<file path="src/rtl/rd_port_arbiter_pkg.sv">
// Shared definitions for the per-source read-port arbiter: default sizing,
// source lock state encoding and a width helper.
package rd_port_arbiter_pkg;

    localparam int PORT_NUB_TOTAL = 4;
    localparam int PKG_DATA_WIDTH = 16;

    typedef enum logic {
        SRC_FREE   = 1'b0,
        SRC_LOCKED = 1'b1
    } src_state_e;

    // Index width that stays at least one bit wide for single-entry sets.
    function automatic int idx_width(input int n);
        return (n > 1) ? $clog2(n) : 1;
    endfunction

endpackage

</file>
<file path="src/rtl/rd_port_arbiter_rr_arbiter.sv">
// Combinational round-robin picker: first asserted request at or after ptr,
// searching cyclically. Works for any N, not only powers of two.
module rr_arbiter #(
    parameter int N     = 4,
    parameter int IDX_W = 2
) (
    input  logic [N-1:0]     req,
    input  logic [IDX_W-1:0] ptr,
    output logic [N-1:0]     gnt_oh,
    output logic [IDX_W-1:0] gnt_idx
);

    int               c;
    logic [IDX_W-1:0] cidx;
    logic             found;

    always_comb begin
        gnt_oh  = '0;
        gnt_idx = '0;
        found   = 1'b0;
        c       = 0;
        cidx    = '0;
        for (int i = 0; i < N; i++) begin
            c = int'(ptr) + i;
            if (c >= N) begin
                c = c - N;
            end
            cidx = c[IDX_W-1:0];
            if (!found && req[cidx]) begin
                found         = 1'b1;
                gnt_oh[cidx]  = 1'b1;
                gnt_idx       = cidx;
            end
        end
    end

endmodule

</file>
<file path="src/rtl/rd_port_arbiter.sv">
// Shares each source cache read port among the output modules: per-source
// round-robin lock with watchdog, read-enable steering and data return mux.
module rd_port_arbiter
    import rd_port_arbiter_pkg::*;
#(
    parameter int REQ_NUB    = 4,
    parameter int SRC_NUB    = PORT_NUB_TOTAL,
    parameter int DATA_WIDTH = PKG_DATA_WIDTH,
    parameter int TIMEOUT    = 1024,
    parameter int WIDTH_SEL  = $clog2(SRC_NUB)
) (
    input  logic                          internal_clk,
    input  logic                          rst_n,
    input  logic [REQ_NUB-1:0]            req_en,
    input  logic [REQ_NUB*WIDTH_SEL-1:0]  req_sel,
    input  logic [REQ_NUB-1:0]            req_rd,
    input  logic [REQ_NUB-1:0]            req_done,
    output logic [REQ_NUB-1:0]            gnt,
    output logic [REQ_NUB*DATA_WIDTH-1:0] rd_data,
    output logic [REQ_NUB-1:0]            rd_vld,
    output logic [SRC_NUB-1:0]            src_rd_en,
    input  logic [SRC_NUB*DATA_WIDTH-1:0] src_data,
    output logic                          timeout_err,
    output logic [SRC_NUB-1:0]            src_locked
);

    localparam int IDX_W = idx_width(REQ_NUB);
    localparam int WD_W  = idx_width(TIMEOUT);

    logic [WIDTH_SEL-1:0]     sel_a [REQ_NUB];
    logic [SRC_NUB-1:0]       locked_vec;
    logic [SRC_NUB*IDX_W-1:0] owner_flat;
    logic [SRC_NUB-1:0]       to_hit;
    logic [WIDTH_SEL-1:0]     rd_sel_d [REQ_NUB];

    always_comb begin
        for (int r = 0; r < REQ_NUB; r++) begin
            sel_a[r] = req_sel[r*WIDTH_SEL +: WIDTH_SEL];
        end
    end

    // Grants are derived purely from registered lock state, so they never
    // depend combinationally on this cycle's requests.
    always_comb begin
        gnt = '0;
        for (int s = 0; s < SRC_NUB; s++) begin
            for (int r = 0; r < REQ_NUB; r++) begin
                if (locked_vec[s] && (owner_flat[s*IDX_W +: IDX_W] == IDX_W'(r))) begin
                    gnt[r] = 1'b1;
                end
            end
        end
    end

    generate
        for (genvar s = 0; s < SRC_NUB; s++) begin : g_src
            src_state_e       state_q, state_d;
            logic [IDX_W-1:0] owner_q, owner_d;
            logic [IDX_W-1:0] ptr_q, ptr_d;
            logic [WD_W-1:0]  wd_q, wd_d;
            logic [REQ_NUB-1:0] cand, win_oh;
            logic [IDX_W-1:0] win_idx;
            logic             release_c, hit_c, rd_en_c;

            always_comb begin
                cand = '0;
                for (int r = 0; r < REQ_NUB; r++) begin
                    cand[r] = req_en[r] && (sel_a[r] == WIDTH_SEL'(s)) && !gnt[r];
                end
            end

            rr_arbiter #(
                .N     (REQ_NUB),
                .IDX_W (IDX_W)
            ) u_rr (
                .req     (cand),
                .ptr     (ptr_q),
                .gnt_oh  (win_oh),
                .gnt_idx (win_idx)
            );

            always_ff @(posedge internal_clk or negedge rst_n) begin
                if (!rst_n) begin
                    state_q <= SRC_FREE;
                    owner_q <= '0;
                    ptr_q   <= '0;
                    wd_q    <= '0;
                end else begin
                    state_q <= state_d;
                    owner_q <= owner_d;
                    ptr_q   <= ptr_d;
                    wd_q    <= wd_d;
                end
            end

            always_comb begin
                state_d   = state_q;
                owner_d   = owner_q;
                ptr_d     = ptr_q;
                wd_d      = wd_q;
                hit_c     = 1'b0;
                release_c = 1'b0;
                rd_en_c   = 1'b0;
                case (state_q)
                    SRC_FREE: begin
                        if (|win_oh) begin
                            state_d = SRC_LOCKED;
                            owner_d = win_idx;
                            ptr_d   = (win_idx == IDX_W'(REQ_NUB - 1)) ? '0 : win_idx + 1'b1;
                            wd_d    = '0;
                        end
                    end
                    SRC_LOCKED: begin
                        rd_en_c   = req_rd[owner_q] && req_en[owner_q];
                        hit_c     = (wd_q == WD_W'(TIMEOUT - 1));
                        release_c = req_done[owner_q] || !req_en[owner_q] ||
                                    (sel_a[owner_q] != WIDTH_SEL'(s)) || hit_c;
                        // The watchdog holds its last value once the lock is dropped.
                        wd_d      = release_c ? wd_q : wd_q + 1'b1;
                        if (release_c) begin
                            state_d = SRC_FREE;
                        end
                    end
                    default: state_d = SRC_FREE;
                endcase
            end

            assign locked_vec[s]                  = (state_q == SRC_LOCKED);
            assign owner_flat[s*IDX_W +: IDX_W]   = owner_q;
            assign to_hit[s]                      = hit_c;
            assign src_rd_en[s]                   = rd_en_c;
        end
    endgenerate

    assign timeout_err = |to_hit;
    assign src_locked  = locked_vec;

    always_ff @(posedge internal_clk or negedge rst_n) begin
        if (!rst_n) begin
            rd_vld <= '0;
            for (int r = 0; r < REQ_NUB; r++) begin
                rd_sel_d[r] <= '0;
            end
        end else begin
            rd_vld <= gnt & req_rd;
            for (int r = 0; r < REQ_NUB; r++) begin
                rd_sel_d[r] <= sel_a[r];
            end
        end
    end

    // Data is zeroed when not valid so idle requesters see a clean bus.
    always_comb begin
        rd_data = '0;
        for (int r = 0; r < REQ_NUB; r++) begin
            if (rd_vld[r]) begin
                rd_data[r*DATA_WIDTH +: DATA_WIDTH] = src_data[rd_sel_d[r]*DATA_WIDTH +: DATA_WIDTH];
            end
        end
    end

endmodule
</file>
<file path="config.mk">
export PLATFORM = sky130hd
export DESIGN_NAME = rd_port_arbiter
export DESIGN_NICKNAME = d
export VERILOG_FILES = /design/src/rtl/rd_port_arbiter_pkg.sv /design/src/rtl/rd_port_arbiter_rr_arbiter.sv /design/src/rtl/rd_port_arbiter.sv
export SDC_FILE = /design/constraint.sdc
export NUM_CORES = 1
export LEC_CHECK = 0
export CAP_MARGIN = 20
export CORE_AREA = 2 2 132 134
export DETAILED_ROUTE_END_ITERATION = 7
export DIE_AREA = 0 0 134 136
export MAX_ROUTING_LAYER = met4
export PLACE_DENSITY = 0.74
export SLEW_MARGIN = 0
export SYNTH_ARGS = -nofsm -noshare
export SYNTH_HDL_FRONTEND = slang
export SYNTH_SLANG_ARGS = --single-unit
</file>
<file path="constraint.sdc">
create_clock -name internal_clk -period 3.2 [get_ports internal_clk]
set_input_delay 0.48 -clock internal_clk [delete_from_list [all_inputs] [get_ports internal_clk]]
set_output_delay 0.48 -clock internal_clk [all_outputs]
set_load 0.01 [all_outputs]
</file>
### Word level (Yosys, flattened, before mapping)

Cells that the tools add are included.

* mux-type cells: 216
* shift-type cells: 4
* add/subtract/negate cells: 36
* bitwise gates (word level): 21
* reductions and logical operators: 134
* order comparisons: 56
* equal/unequal tests: 43

Operator list (count)
* variable part select 64 x 7 -> 16 bit: 4
* 2-to-1 mux 1 bit: 88
* 2-to-1 mux 2 bit: 44
* logical AND 1 bit: 80
* 2-to-1 mux 10 bit: 8
* case mux 10 bit (2 select lines): 4
* 2-to-1 mux 16 bit: 4
* 2-to-1 mux 4 bit: 16
* less-than comparator 2 x 3 -> 1 bit (second input constant): 20
* binary-select mux 1 bit (select 2 bit): 28
* greater-or-equal comparator 3 bit (second input constant): 16
* OR 4 bit: 12
* adder 10 x 1 -> 10 bit (second input constant): 4
* == test 10 bit (second input constant): 4
* == test 2 bit (second input constant): 20
* demux 1 bit (select 2 bit): 16
* greater-or-equal comparator 2 x 1 -> 1 bit (second input constant): 16
* subtractor 2 x 1 -> 2 bit (second input constant): 16
* adder 2 x 2 -> 3 bit (second input constant): 8
* logical NOT 1 bit: 20
* inequality test 2 bit (second input constant): 10
* OR reduction 4 bit: 5
* binary-select mux 2 bit (select 2 bit): 4
* == test 2 x 1 -> 1 bit (second input constant): 8
* 12 further kinds: 55

* logic and storage cells: 531
* register bits: 72
* output and inout bits: 81
* input port bits: 86

### Logic depth before layout (Yosys ltp)

* word-level depth: 23
* depth in mapped cells: 13
* depth with buffers taken out: 11

### Modules after synthesis

Synthesis repeated with hierarchy kept, for this count alone.

* cell total of the unflattened synthesis: 829
* area total of the unflattened synthesis: 8035.2 um^2

By module, submodules not included
* rd_port_arbiter: seq. area each 1801.7 um^2, times used 1, area each 6128.4 um^2, cells an instance 586
* rr_arbiter at g_src[0].u_rr ...: seq. area each 0.0 um^2, times used 3, area each 489.2 um^2, cells an instance 65
* rr_arbiter at g_src[3].u_rr: seq. area each 0.0 um^2, times used 1, area each 439.2 um^2, cells an instance 48

### Worst setup path before layout

OpenSTA, ideal clock, no wires.

* path kind: reg-to-reg
* start: reg g_src[2].ptr_q[1]
* end: reg g_src[2].ptr_q[1]
* slack: 0.126 ns
* buffers on the path: 2
* library setup time: 0.125 ns
* arrival: 2.950 ns
* data required time: 3.075 ns
* stages on the path, launching flop included: 13
* clock period less this slack: 3.074 ns
* cells stage by stage: dfrtp_1 > clkbuf_1 > clkinv_1 > ha_1 > clkbuf_1 > inv_1 > nor4_1 > a211o_1 > and2_1 > o21ai_0 > a22o_1 > ha_1 > mux2_2

* word-level cells in the longest chain between the ends: 16
* elaborated cells on any way between the ends: 68
* those cells by class: add/sub (8); order compare (12); eq/ne (1); mux (32); bitwise (3); reduce/logical (12)

RTL lines
* start, declared: line rd_port_arbiter.sv:59 `logic [IDX_W-1:0] ptr_q, ptr_d;`
* start signal, assigned: line rd_port_arbiter.sv:91 `ptr_q <= ptr_d;`
* branches (longest 13 deep; another with adder 2 x 1 -> 3 bit)
* 2-to-1 mux 2 bit *: line rd_port_arbiter_rr_arbiter.sv:29 `if (!found && req[cidx]) begin`
* net g_src[2].u_rr.gnt_idx[1]: line rd_port_arbiter_rr_arbiter.sv:10 `output logic [IDX_W-1:0] gnt_idx`
* adder 2 x 1 -> 2 bit / == test 2 bit (equally long branches): line rd_port_arbiter.sv:109 `ptr_d = (win_idx == IDX_W'(REQ_NUB - 1)) ? '0 : win_idx + 1'b1;`
* 2-to-1 mux 2 bit *: line rd_port_arbiter.sv:109

Mark *: on every way through the listed nets, which the timed path passes. The select of a mux whose other input is x is not followed.
A chain may end at the register's enable or synchronous reset.

### Worst setup path in the final report

* start: reg g_src[1].state_q
* end: reg g_src[0].owner_q[0]

* word-level cells in the longest chain between the ends: 20
* elaborated cells on any way between the ends: 54
* those cells by class: mux (31); bitwise (3); reduce/logical (20)

RTL lines
* start, declared: line rd_port_arbiter.sv:57 `src_state_e state_q, state_d;`
* start signal, assigned: line rd_port_arbiter.sv:89 `state_q <= state_d;`
* logical AND 1 bit: line rd_port_arbiter.sv:48 `if (locked_vec[s] && (owner_flat[s*IDX_W +: IDX_W] == IDX_W'(r))) begin`
* 2-to-1 mux 1 bit (3 in series): line rd_port_arbiter.sv:48
* logical NOT 1 bit: line rd_port_arbiter.sv:68 `cand[r] = req_en[r] && (sel_a[r] == WIDTH_SEL'(s)) && !gnt[r];`
* logical AND 1 bit: line rd_port_arbiter.sv:68
* binary-select mux 1 bit (select 2 bit): line rd_port_arbiter_rr_arbiter.sv:29
* 2-to-1 mux 1 bit (not written as such): line rd_port_arbiter_rr_arbiter.sv:29
* 2-to-1 mux 1 bit: line rd_port_arbiter_rr_arbiter.sv:29
* logical NOT 1 bit: line rd_port_arbiter_rr_arbiter.sv:29
* [... 2 more ...]
* logical NOT 1 bit: line rd_port_arbiter_rr_arbiter.sv:29
* logical AND 1 bit: line rd_port_arbiter_rr_arbiter.sv:29
* 2-to-1 mux 1 bit: line rd_port_arbiter_rr_arbiter.sv:29
* logical NOT 1 bit: line rd_port_arbiter_rr_arbiter.sv:29
* logical AND 1 bit: line rd_port_arbiter_rr_arbiter.sv:29
* 2-to-1 mux 4 bit: line rd_port_arbiter_rr_arbiter.sv:29
* OR reduction 4 bit: line rd_port_arbiter.sv:106 `if (|win_oh) begin`
* AND reduction 2 bit (no source line)
* end signal, assigned: line rd_port_arbiter.sv:90 `owner_q <= owner_d;`
* end, declared: line rd_port_arbiter.sv:58 `logic [IDX_W-1:0] owner_q, owner_d;`

Parallel ways exist; a longest one is shown, timed or not. The select of a mux whose other input is x is not followed.

==> flow_summary_export.csv <==
group,metric,value,unit
floorplan,ios,167,
synthesis,syn_area_per_cell,9.71,µm²
critical_path,cp_top_family,"simple AND/OR/NAND/NOR gates",
synthesis,synth-seq-area-share,24.3,%
critical_path,cp_data_arrival_time,3260,ps
synthesis,synth_mux_area_share,27.4,%
timing,fin_crit_sh,93.7,%
synthesis,synth_top_family_by_area,"multiplexers",
power_and_ir_drop,vdd_drop_max,0.000387,V
synthesis,yosys-top-cells-count,"mux4_2, dfrtp_1, and2_1, nand2_1, nor2_1",
min_path,min_path_type,"in -> async",
critical_path,timing.reg2reg.worst_path_depth,8,
global_route,grt_pass1_wl,35800,µm
critical_path,start_kind,"flop",
timing,period_needed,3000,ps
synthesis,synth_area,0.00743,mm²
timing,tns,0,ps
floorplan,start_util,44.0,%
critical_path,cp_max_fo,10,
clocking,cts_root_buf,"clkbuf_16",
clocking,path_clk_slew,60,ps
routing,vias_per_cell,5.93,
synthesis,netlist_instances,765,
clocking,clkLatencyLatePin,340,ps
synthesis,synthTopCellsByArea,"mux4_2, dfrtp_1, and2_1",
synthesis,synth_edf_count,0,
synthesis,synth_warnings,0,
flow_run,max-cap-violations,0,
synthesis,synth_ff_type,"dfrtp_1",
global_route,grt_max_degree,32,
placement,port_buffers,166,
synthesis,synthSimpleGateAreaFrac,22.9,%
power_and_ir_drop,leakagePower,4.04,nW
run_status,status,"complete, no violations",
layout,num-nets-final,1073,
global_route,grt_pass1_vias,6845,
layout,fillers,1471,
synthesis,synth-seq-cells,72,
synthesis,yosysMostFrequentCell,"mux4_2",
placement,place.gp.congestion,0.963,
critical_path,cp.required,3460,ps
critical_path,crit_slowest_cell,"or4_4",
routing,drt-initial-drc-count,410,
global_route,grt_use_total,25.7,%
timing,worst_slew_pin_slew,665,ps
clocking,htree_levels,3,
timing,finalSetupViolCount,0,
critical_path,crit_type,"reg -> reg",
clocking,cts_sinks,72,
clocking,clockBufferDepth,2,
clocking,cts_resized,0,
clocking,cts_tree,"built",
timing,grt_setup_unrepaired,"false",
global_route,grt-ovfl-total,0,
routing,drt-pass1-iter-count,5,
routing,vias,7048,
routing,drc,0,
floorplan,dieArea,0.0182,mm²
placement,hpwl,17400,µm
synthesis,synth.distinct_cells,70,
synthesis,netlist.area_leader.share,25.2,%
synthesis,synth-compound-area-share,11.9,%
timing,slew_headroom,55.7,%
clocking,ctsHoldBuffers,0,
routing,antenna_left,0,
critical_path,cp.depth,8,
routing,wl,22300,µm
floorplan,die_h,136,µm
critical_path,worst_setup_path_end_kind,"flop",
timing,slew_violations,0,
synthesis,synth-xor-area-share,3.18,%
critical_path,path_cells,"nor2b_1 -> a32o_1 -> or4_4 -> mux4_2 -> and2_4 -> o32ai_4 -> buf_4 -> mux2i_1",
synthesis,async_reset_ff_share,100,%
floorplan,die_w,134,µm
critical_path,cp_slowest_stage_delay,560,ps
synthesis,synth.largest_area_cell,"mux4_2",
power_and_ir_drop,cellPowerDensity,566,mW/mm²
floorplan,std_cell_rows,48,
synthesis,synth_nets,881,
critical_path,critPathBufInv,1,
synthesis,synth_adder_area_share,5.05,%
timing,hold_viol_final,0,
floorplan,floorplan.core_area,0.0169,mm²
routing,wl_per_cell,18.7,µm
clocking,cts_setup_buffers,0,
timing,fmax,0.333,GHz
layout,syn2layout_area_growth,33.9,%
layout,drive_gt1_share,20.2,%
global_route,grt_antenna_before_repair,2,
power_and_ir_drop,power,5.63,mW
timing,skew,6.85,ps
clocking,numCtsBuffers,9,
[cells by family (layout without fill, tap and decap cells)]
family          Yosys count  count (layout)
compound gates          125             125
buf+inv                  86             283
flops                    72              72
simple gates            326             326
other cells               0               2
xor+xnor                 27              27
mux                      99              99
fa+ha+maj                30              30
[power breakdown]
group          switching, mW  total (mW)  leakage [nW]  internal, mW
Sequential             0.230        1.29         0.954          1.06
Combinational           1.69        3.31          2.94          1.62
Clock                  0.388        1.04         0.149         0.648
[worst reg2reg max path: cells and delay by family (launching register included)]
family | cells | cell delay [ps]
muxes | 2 | 680
DFF | 1 | 450
AOI/OAI and AO/OA | 2 | 630
and+or+nand+nor | 3 | 950
buffers and inverters | 1 | 230
[routing by layer]
layer | GRT usage, % | wire length (µm) | share of wire [%]
met3 | 4.06 | 1690 | 7.6
met4 | 9.16 | 607 | 2.7
met5 | - | 0 | 0
met1 | 31.4 | 9020 | 41
met2 | 43.5 | 10900 | 49
[layout make-up]
| type | count | area, µm² | area share, % |
|---|---|---|---|
| Tap cell | 225 | 282 | 2.83 |
| Inverter | 26 | 97.6 | 0.981 |
| Antenna cell | 2 | 5.00 | 0.0503 |
| Sequential cell | 72 | 1800 | 18.1 |
| Multi-Input combinational cell | 607 | 5240 | 52.6 |
| Timing Repair Buffer | 241 | 2220 | 22.3 |
| Clock inverter | 4 | 51.3 | 0.516 |
| Clock buffer | 12 | 256 | 2.58 |
[worst paths after layout]
| path | start | to | slack, ps |
|---|---|---|---|
| setup / recovery | g_src[1].state_q | g_src[0].owner_q[0] | 200 |
| hold / removal | rst_n | rd_vld[0] | 60 |
| setup reg to reg | g_src[1].state_q | g_src[0].owner_q[0] | 200 |
| hold reg to reg | g_src[0].wd_q[7] | g_src[0].wd_q[7] | 500 |
| max in group asynchronous | rst_n | g_src[2].wd_q[1] | 2380 |
| min in group internal_clk | g_src[0].wd_q[7] | g_src[0].wd_q[7] | 500 |
[per-stage QoR]
step | utilization [%] | hold slack [ps] | setup WS (ps) | instances | area [µm²]
final | 58.9 | 64.7 | 201 | 1189 | 9950
after global placement | 57.1 | 433 | 73.6 | 1171 | 9640
after CTS | 58.9 | 71.6 | 207 | 1187 | 9940
after global routing | 58.9 | 92.7 | 43.0 | 1189 | 9950
after floorplan | - | 184 | 126 | 765 | 7430
after detailed placement | 57.1 | 432 | 2.64 | 1171 | 9640
[registers in the layout, summed over array words and instances (netlist names)]
| signal | cells |
|---|---|
| g_src.owner_q | 8 |
| g_src.state_q | 4 |
| g_src.wd_q | 40 |
| rd_vld | 4 |
| rd_sel_d | 8 |
| g_src.ptr_q | 8 |
[cells in the final DEF (no fill, tap or decap), drive strengths merged, types with 10 or more instances in the layout]
cell	synthesis	layout
a21oi	24	24
and3	20	20
clkdlybuf4s50	0	165
clkbuf	35	12
ha	30	30
nand3	24	24
nor2	64	64
nor3	18	18
nand2	66	66
buf	25	76
o21ai	30	30
inv	25	26
and2	72	72
xor2	18	18
mux4	83	83
dfrtp	72	72
mux2i	10	10
nor4	13	13
(Power assumes the default switching activity.)
